**config.mk**
```make
export PLATFORM = sky130hd
export DESIGN_NAME = uart_tx_fifo_flat
export DESIGN_NICKNAME = d
export VERILOG_FILES = /design/src/rtl/uart_tx_fifo_if.sv /design/src/rtl/uart_tx_fifo.sv /design/src/flat_wrapper.sv
export SDC_FILE = /design/constraint.sdc
export NUM_CORES = 1
export LEC_CHECK = 0
export ABC_AREA = 1
export BUFFER_PORTS_ARGS = -buffer_cell sky130_fd_sc_hd__buf_2
export CORE_UTILIZATION = 30
export CTS_CLUSTER_SIZE = 25
export DETAILED_ROUTE_END_ITERATION = 8
export PLACE_DENSITY_LB_ADDON = 0.2
export SLEW_MARGIN = 20
export SYNTH_ARGS = -nofsm -noshare
export SYNTH_HDL_FRONTEND = slang
export SYNTH_SLANG_ARGS = --single-unit
```
**constraint.sdc**
```tcl
create_clock -name clk_i -period 2.7 [get_ports clk_i]
set_input_delay 0.54 -clock clk_i [delete_from_list [all_inputs] [get_ports clk_i]]
set_output_delay 0.54 -clock clk_i [all_outputs]
set_load 0.1 [all_outputs]
```
**src/rtl/uart_tx_fifo_if.sv**
```systemverilog
// Producer-side handshake bundle for uart_tx_fifo.
//   data  : word to transmit (DW bits)
//   valid : data holds a word to queue
//   ready : transmitter can accept a word this cycle
// A word transfers on a rising clock edge where valid && ready.
// The transmitter connects through the slave modport, the producer through master.
interface uart_tx_fifo_if #(
  parameter int DW = 8
);
  logic [DW-1:0] data;
  logic          valid;
  logic          ready;

  modport master (output data, output valid, input ready);
  modport slave  (input data, input valid, output ready);
endinterface

```
**src/rtl/uart_tx_fifo.sv**
```systemverilog
// UART transmitter with a transmit FIFO in front of it. Words arrive over a
// valid/ready handshake, wait in a circular buffer, and are serialised as
// start bit, DW data bits LSB first, optional parity bit and STOP_BITS stop
// bits, each bit lasting BAUD_COUNTER clocks. Queued words leave back-to-back
// with no idle time between frames.
//
// Ports:
//   clk_i        : clock, everything on the rising edge
//   rst_i        : synchronous active-high reset; aborts any frame, flushes the FIFO
//   s_if         : slave side of the data/valid/ready handshake
//   Tx           : serial line, idle high, driven from a flop
//   busy_o       : high from the first start-bit clock to the last stop-bit clock
//   fifo_count_o : words waiting in the FIFO (the word on the line is not counted)
module uart_tx_fifo #(
  parameter int  DW           = 8,
  parameter real CLOCK        = 100e6,
  parameter int  BAUD_RATE    = 20000000,
  parameter int  BAUD_COUNTER = int'(CLOCK / BAUD_RATE),
  parameter int  BRW          = $clog2(BAUD_COUNTER + 1),
  parameter int  FIFO_DEPTH   = 4,
  parameter int  PARITY       = 0,
  parameter int  STOP_BITS    = 1
) (
  input  logic                             clk_i,
  input  logic                             rst_i,
  uart_tx_fifo_if.slave                    s_if,
  output logic                             Tx,
  output logic                             busy_o,
  output logic [$clog2(FIFO_DEPTH+1)-1:0]  fifo_count_o
);

  localparam int              AW        = $clog2(FIFO_DEPTH);
  localparam int              CW        = $clog2(FIFO_DEPTH + 1);
  localparam logic [BRW-1:0]  BAUD_LAST = BRW'(BAUD_COUNTER - 1);
  localparam logic [3:0]      DATA_LAST = 4'(DW - 1);
  localparam logic [3:0]      STOP_LAST = 4'(STOP_BITS - 1);
  localparam logic [CW-1:0]   FULL_CNT  = CW'(FIFO_DEPTH);

  typedef enum logic [2:0] {
    S_IDLE,
    S_START,
    S_DATA,
    S_PARITY,
    S_STOP
  } state_t;

  // Odd parity makes the total count of ones odd, even parity makes it even.
  function automatic logic parity_bit(input logic [DW-1:0] word);
    return (PARITY == 1) ? ~^word : ^word;
  endfunction

  logic [DW-1:0]  r_mem [FIFO_DEPTH];
  logic [AW-1:0]  r_wr_ptr;
  logic [AW-1:0]  r_rd_ptr;
  logic [CW-1:0]  r_count;

  state_t         r_state;
  state_t         w_state_nxt;
  logic [BRW-1:0] r_baud;
  logic [3:0]     r_bit;
  logic [3:0]     w_bit_nxt;
  logic [DW-1:0]  r_shift;
  logic           r_par;
  logic           r_tx;
  logic           w_tx_nxt;

  logic           w_full;
  logic           w_ready;
  logic           w_push;
  logic           w_pop;
  logic           w_shift;
  logic           w_tick;

  // Ready depends only on the stored count (and reset), never on valid, so
  // a producer may wait for ready before raising valid without deadlock.
  assign w_full       = (r_count == FULL_CNT);
  assign w_ready      = !w_full && !rst_i;
  assign w_push       = s_if.valid && w_ready;
  assign w_tick       = (r_baud == BAUD_LAST);

  assign s_if.ready   = w_ready;
  assign Tx           = r_tx;
  assign busy_o       = (r_state != S_IDLE);
  assign fifo_count_o = r_count;

  // Next-state logic. Tx is registered, so each transition also selects the
  // line level for the bit being entered. r_bit counts data bits in DATA and
  // stop bits in STOP.
  always_comb begin
    w_state_nxt = r_state;
    w_bit_nxt   = r_bit;
    w_tx_nxt    = r_tx;
    w_pop       = 1'b0;
    w_shift     = 1'b0;
    case (r_state)
      S_IDLE: begin
        w_tx_nxt = 1'b1;
        if (r_count != '0) begin
          w_state_nxt = S_START;
          w_pop       = 1'b1;
          w_tx_nxt    = 1'b0;
        end
      end
      S_START: begin
        if (w_tick) begin
          w_state_nxt = S_DATA;
          w_bit_nxt   = '0;
          w_tx_nxt    = r_shift[0];
        end
      end
      S_DATA: begin
        if (w_tick) begin
          if (r_bit == DATA_LAST) begin
            w_state_nxt = (PARITY != 0) ? S_PARITY : S_STOP;
            w_bit_nxt   = '0;
            w_tx_nxt    = (PARITY != 0) ? r_par : 1'b1;
          end else begin
            // r_shift[1] becomes the new LSB at this same edge.
            w_bit_nxt = r_bit + 4'd1;
            w_shift   = 1'b1;
            w_tx_nxt  = r_shift[1];
          end
        end
      end
      S_PARITY: begin
        if (w_tick) begin
          w_state_nxt = S_STOP;
          w_bit_nxt   = '0;
          w_tx_nxt    = 1'b1;
        end
      end
      S_STOP: begin
        if (w_tick) begin
          if (r_bit == STOP_LAST) begin
            // Chain straight into the next frame when a word is waiting.
            if (r_count != '0) begin
              w_state_nxt = S_START;
              w_pop       = 1'b1;
              w_tx_nxt    = 1'b0;
            end else begin
              w_state_nxt = S_IDLE;
              w_tx_nxt    = 1'b1;
            end
          end else begin
            w_bit_nxt = r_bit + 4'd1;
          end
        end
      end
      default: begin
        w_state_nxt = S_IDLE;
        w_tx_nxt    = 1'b1;
      end
    endcase
  end

  // Control state: FSM, baud timer, FIFO pointers and count.
  always_ff @(posedge clk_i) begin
    if (rst_i) begin
      r_state  <= S_IDLE;
      r_baud   <= '0;
      r_bit    <= '0;
      r_tx     <= 1'b1;
      r_wr_ptr <= '0;
      r_rd_ptr <= '0;
      r_count  <= '0;
    end else begin
      r_state <= w_state_nxt;
      r_bit   <= w_bit_nxt;
      r_tx    <= w_tx_nxt;
      if (r_state == S_IDLE || w_tick) begin
        r_baud <= '0;
      end else begin
        r_baud <= r_baud + 1'b1;
      end
      // Power-of-two depth: pointers wrap by natural overflow.
      if (w_push) begin
        r_wr_ptr <= r_wr_ptr + 1'b1;
      end
      if (w_pop) begin
        r_rd_ptr <= r_rd_ptr + 1'b1;
      end
      case ({w_push, w_pop})
        2'b10:   r_count <= r_count + 1'b1;
        2'b01:   r_count <= r_count - 1'b1;
        default: r_count <= r_count;
      endcase
    end
  end

  // Datapath storage: FIFO memory, shift register and latched parity.
  always_ff @(posedge clk_i) begin
    if (w_push) begin
      r_mem[r_wr_ptr] <= s_if.data;
    end
    if (w_pop) begin
      r_shift <= r_mem[r_rd_ptr];
      r_par   <= parity_bit(r_mem[r_rd_ptr]);
    end else if (w_shift) begin
      r_shift <= r_shift >> 1;
    end
  end

endmodule
```
**src/flat_wrapper.sv**
```systemverilog
// flat-port wrapper written by rule: the top's interface ports become plain ports
module uart_tx_fifo_flat 
#(
  parameter int  DW           = 8,
  parameter real CLOCK        = 100e6,
  parameter int  BAUD_RATE    = 20000000,
  parameter int  BAUD_COUNTER = int'(CLOCK / BAUD_RATE),
  parameter int  BRW          = $clog2(BAUD_COUNTER + 1),
  parameter int  FIFO_DEPTH   = 4,
  parameter int  PARITY       = 0,
  parameter int  STOP_BITS    = 1
)
  (clk_i, rst_i, Tx, busy_o, fifo_count_o, s_if_data, s_if_valid, s_if_ready);
  uart_tx_fifo_if #(.DW(DW)) s_if_i ();
  input  logic clk_i;
  input  logic rst_i;
  output logic Tx;
  output logic busy_o;
  output logic [$clog2(FIFO_DEPTH+1)-1:0] fifo_count_o;
  input wire logic [$bits(s_if_i.data)-1:0] s_if_data;
  input wire logic [$bits(s_if_i.valid)-1:0] s_if_valid;
  output wire logic [$bits(s_if_i.ready)-1:0] s_if_ready;
  assign s_if_i.data = s_if_data;
  assign s_if_i.valid = s_if_valid;
  assign s_if_ready = s_if_i.ready;
  uart_tx_fifo #(.DW(DW), .CLOCK(CLOCK), .BAUD_RATE(BAUD_RATE), .BAUD_COUNTER(BAUD_COUNTER), .BRW(BRW), .FIFO_DEPTH(FIFO_DEPTH), .PARITY(PARITY), .STOP_BITS(STOP_BITS)) u_core (.clk_i(clk_i), .rst_i(rst_i), .s_if(s_if_i), .Tx(Tx), .busy_o(busy_o), .fifo_count_o(fifo_count_o));
endmodule
```
==> results summary <==
The first global-routing pass estimated 8720 um of wire. The finished layout holds 408 standard cells, fillers aside. The final worst clock skew came out at 6.79 ps.

The peak ir drop on the vdd network is 0.000340 V. The post-synth net total came out at 290. The library cell with the highest instance count after synthesis is sky130_fd_sc_hd__nand2_1. The mean area per synthesized cell came out at 9.74 um2. The combinational share of power is 0.391. The final-report max-slew violation count came out at 0.

The clock period minus final worst setup slack is 2290 ps. The number of buffers inserted by hold repair at cts came out at 0. Post-CTS timing repair inserted 0 buffers for setup. After detailed routing, the number of remaining DRC violations is 0. After clock tree synthesis, the clock-pin slew on the worst setup and hold paths is 70 ps. The switching portion of total power is 0.430. Counting tap cells, the placed design contains a total of 392 instances. For hold timing, the worst endpoint is u_core.r_mem[3][5]$_DFFE_PP_.

The quantity of gates resized following cts is 0. The post-route cell area is 3050 um2. The number of clock sinks seen by CTS came out at 60.

The residual overflow from global routing is 0. The area growth from synthesis to layout is 16.3%. The die is 95.5 um wide.

The cell at the root of the clock tree is sky130_fd_sc_hd__clkbuf_8. The largest net degree at the start of global routing is 18. The type of element capturing the critical path is a register. The critical path arrival came out at 2520 ps. The register area share after synthesis is 0.611.

The internal power summed over all cells is 1.89 mW. The worst path setup slack after routing is 407 ps. Summed over all instances, the cell type with the most area after synthesis is sky130_fd_sc_hd__edfxtp_1. The number of port buffers is 16. The maximum fanout count along the critical path came out at 10. For this configuration, the core starts out at a cell density of 0.314. The number of vias per cell is 4.50. The type of the worst setup path is register to register.

The via count of the first global-routing pass is 1,806. Yosys mapped a number of flops with a built-in enable equal to 40. The worst setup slack before clock tree synthesis came out at 399 ps. The final antenna-violating net count came out at 0. The signal on the critical path passes through inv_1 -> ha_1 -> nand2_1 -> o21ai_0 -> nand2_2 -> inv_4 -> ha_1 -> inv_1 -> fa_1 -> a21oi_1 -> o21ai_0 -> o21ai_0 -> a21oi_1. In this run the cell area measured after placement is 2870 um2. For this run, the slowest stage of the critical path takes 380 ps. The violation count after the first detailed-route iteration is 69. The post-synthesis cell count came out at 269. The clock tree from TritonCTS is done. STA classifies the critical path startpoint as a register.

The summed negative setup slack over all endpoints is 0 ps. The row count is 33. The final routed wire length divided by cell count is 12.4 um. The power density relative to cell area came out at 1090 nW/um2. The achievable frequency came out at 436 MHz. The count of final setup violators is 0. For this block, the routed nets add up to 5060 um of wire. The classification of the worst-slack hold path is input port to register. The initial antenna violation count came out at 0. The maximum level of the CTS H-tree came out at 3. Yosys attributes the largest share of cell area to sky130_fd_sc_hd__edfxtp_1, sky130_fd_sc_hd__dfxtp_1, sky130_fd_sc_hd__nand2_1. For the pin with the worst max-slew slack, the measured transition is 484 ps. In this design, the critical path's most frequently occurring cell is sky130_fd_sc_hd__o21ai_0. Of the total power, registers draw 0.391. The core utilization of the finished layout is 0.365. The total half-perimeter wirelength after legalization and detailed placement came out at 3430 um.

The flow ran to the end, and the final reports show no timing, DRC or antenna violations. The filler cells instantiated in the layout total 854. The height of the chip came out at 95.5 um. The length of the first detailed-routing pass in iterations is 4. The normalized max-slew margin came out at 0.680. The area fraction of the dominant cell type after synthesis is 0.458. Setup repair after global routing left no endpoint under its margin. The total routing resource utilization after global routing came out at 0.132. The placeable core area came out at 8340 um2. Data on the critical path is required at its endpoint by 2930 ps. The final count of hold timing violations is 0. The share of cells above drive strength 1 came out at 0.178.

The register-to-register setup slack is 410 ps. The final net count is 319. Sorting the synthesized cells by how often they occur yields sky130_fd_sc_hd__nand2_1, sky130_fd_sc_hd__nor2_1, sky130_fd_sc_hd__edfxtp_1, sky130_fd_sc_hd__inv_1, sky130_fd_sc_hd__o21ai_0. The number of antenna diodes in the final layout is 0. The endpoint of the worst-slack reg-to-reg timing path is u_core.fifo_count_o[2]$_SDFFE_PP0P_. The post-synthesis instance area came out at 2620 um2. The number of cells on the worst hold path is 1.

The slowest stage of the critical path belongs to the cell sky130_fd_sc_hd__fa_1. The placer's final routability congestion estimate came out at 0.769. The clock share of power is 0.218. The clock latency of the later-clocked register in the worst-skew pair is 350 ps.

Buffers inserted during clock tree synthesis total 9. For this design the static power due to leakage is 1.25 nW. The largest buffer count on any clock path came out at 2. The startpoint of the lowest-slack register-to-register path is u_core.r_baud[0]$_SDFF_PP0_.

In this run the most critical hold path is launched from s_if_data[5]. Across all hold checks on the routed design, the worst slack comes to 407 ps. The total via count after detailed routing came out at 1,834. Overall power consumption after layout is estimated at 3.32 mW.

The most instantiated flip-flop cell in the synthesis netlist is sky130_fd_sc_hd__edfxtp_1. The I/O pin total came out at 17. The die area is 9110 um2. The fraction of registers with async set/reset is 0. The power spent charging and discharging nets came out at 1.43 mW. During synthesis, Yosys emitted a total of 0 warnings. The worst reg-to-reg path cell count is 13. Counting distinct cell types in the post-synthesis netlist gives 25.

The reported max-cap violation count came out at 0. The fraction of the cycle the final worst path needs came out at 0.849. The synthesized design contains 60 register bits.
## power by group through the flow
stage | Combinational, mW | Sequential [mW] | Clock (mW)
2_1_floorplan | 0.879 | 1.47 | 0
3_3_place_gp | 1.31 | 1.32 | 0
3_5_place_dp | 1.31 | 1.32 | 0
4_1_cts | 1.32 | 1.30 | 0.753
5_1_grt | 1.49 | 1.32 | 0.793
6_report | 1.30 | 1.30 | 0.724
## logic make-up after synthesis
| group | count (synthesis) | share of synthesized area |
|---|---|---|
| and+or+nand+nor | 115 | 0.183 |
| DFF | 60 | 0.611 |
| AOI/OAI and AO/OA | 46 | 0.0917 |
| buffers and inverters | 36 | 0.0564 |
| adders and majority gates | 10 | 0.0506 |
| xor gates and xnor gates | 2 | 0.00669 |
## worst max-delay path by stage
stage	from	endpoint	slack, ps	cells past startpoint
2_1_floorplan	u_core.fifo_count_o[1]$_SDFFE_PP0P_	u_core.fifo_count_o[1]$_SDFFE_PP0P_	20	7
3_3_place_gp	u_core.r_baud[0]$_SDFF_PP0_	u_core.fifo_count_o[2]$_SDFFE_PP0P_	490	13
3_5_place_dp	u_core.r_baud[0]$_SDFF_PP0_	u_core.fifo_count_o[2]$_SDFFE_PP0P_	400	13
4_1_cts	u_core.r_baud[0]$_SDFF_PP0_	u_core.fifo_count_o[2]$_SDFFE_PP0P_	380	13
5_1_grt	u_core.r_baud[0]$_SDFF_PP0_	u_core.fifo_count_o[2]$_SDFFE_PP0P_	110	13
6_report	u_core.r_baud[0]$_SDFF_PP0_	u_core.fifo_count_o[2]$_SDFFE_PP0P_	410	13
## cells in the final DEF (no fill, tap or decap), types with 3 or more instances in the layout
cell / count
sky130_fd_sc_hd__inv_1: 29
sky130_fd_sc_hd__buf_2: 16
sky130_fd_sc_hd__o21ai_0: 26
sky130_fd_sc_hd__buf_4: 6
sky130_fd_sc_hd__dfxtp_1: 17
sky130_fd_sc_hd__clkbuf_8: 9
sky130_fd_sc_hd__clkinv_4: 3
sky130_fd_sc_hd__o22ai_1: 7
sky130_fd_sc_hd__nand2_1: 52
sky130_fd_sc_hd__a21oi_1: 11
sky130_fd_sc_hd__nand3_1: 10
sky130_fd_sc_hd__edfxtp_1: 40
sky130_fd_sc_hd__dfxtp_2: 3
sky130_fd_sc_hd__ha_1: 9
sky130_fd_sc_hd__nor2_1: 41
sky130_fd_sc_hd__nand2_2: 5
## worst max-delay path: cells and delay by family, from the launching register on
family,cells,cell delay (ps)
buf+inv,3,250
simple gates,2,230
flops,1,330
fa+ha+maj,3,670
compound gates,5,710
## routing by layer
metal / wire length (um) / track usage
met1: 2380 / 0.149
met2: 2420 / 0.223
met3: 150 / 0.0407
met4: 104 / 0.0672
met5: 0 / 0
## registers in the layout, indices dropped and copies added (netlist names), named ones only
| name | cells |
|---|---|
| u_core.r_state | 3 |
| u_core.fifo_count_o | 3 |
| u_core.r_baud | 3 |
| u_core.r_bit | 4 |
| u_core.r_rd_ptr | 2 |
| u_core.r_shift | 8 |
| u_core.Tx | 1 |
| u_core.r_mem | 32 |
| u_core.r_wr_ptr | 2 |
## area by class of cell
cell class / instances / area (um2) / share of cell area
Timing Repair Buffer: 22 / 125 / 0.0411
Clock inverter: 7 / 52.6 / 0.0172
Tap cell: 105 / 131 / 0.0431
Inverter: 32 / 123 / 0.0402
Sequential cell: 60 / 1610 / 0.527
Clock buffer: 9 / 124 / 0.0407
Multi-Input combinational cell: 173 / 886 / 0.291
Note: power is estimated with default switching activity, not from simulation.
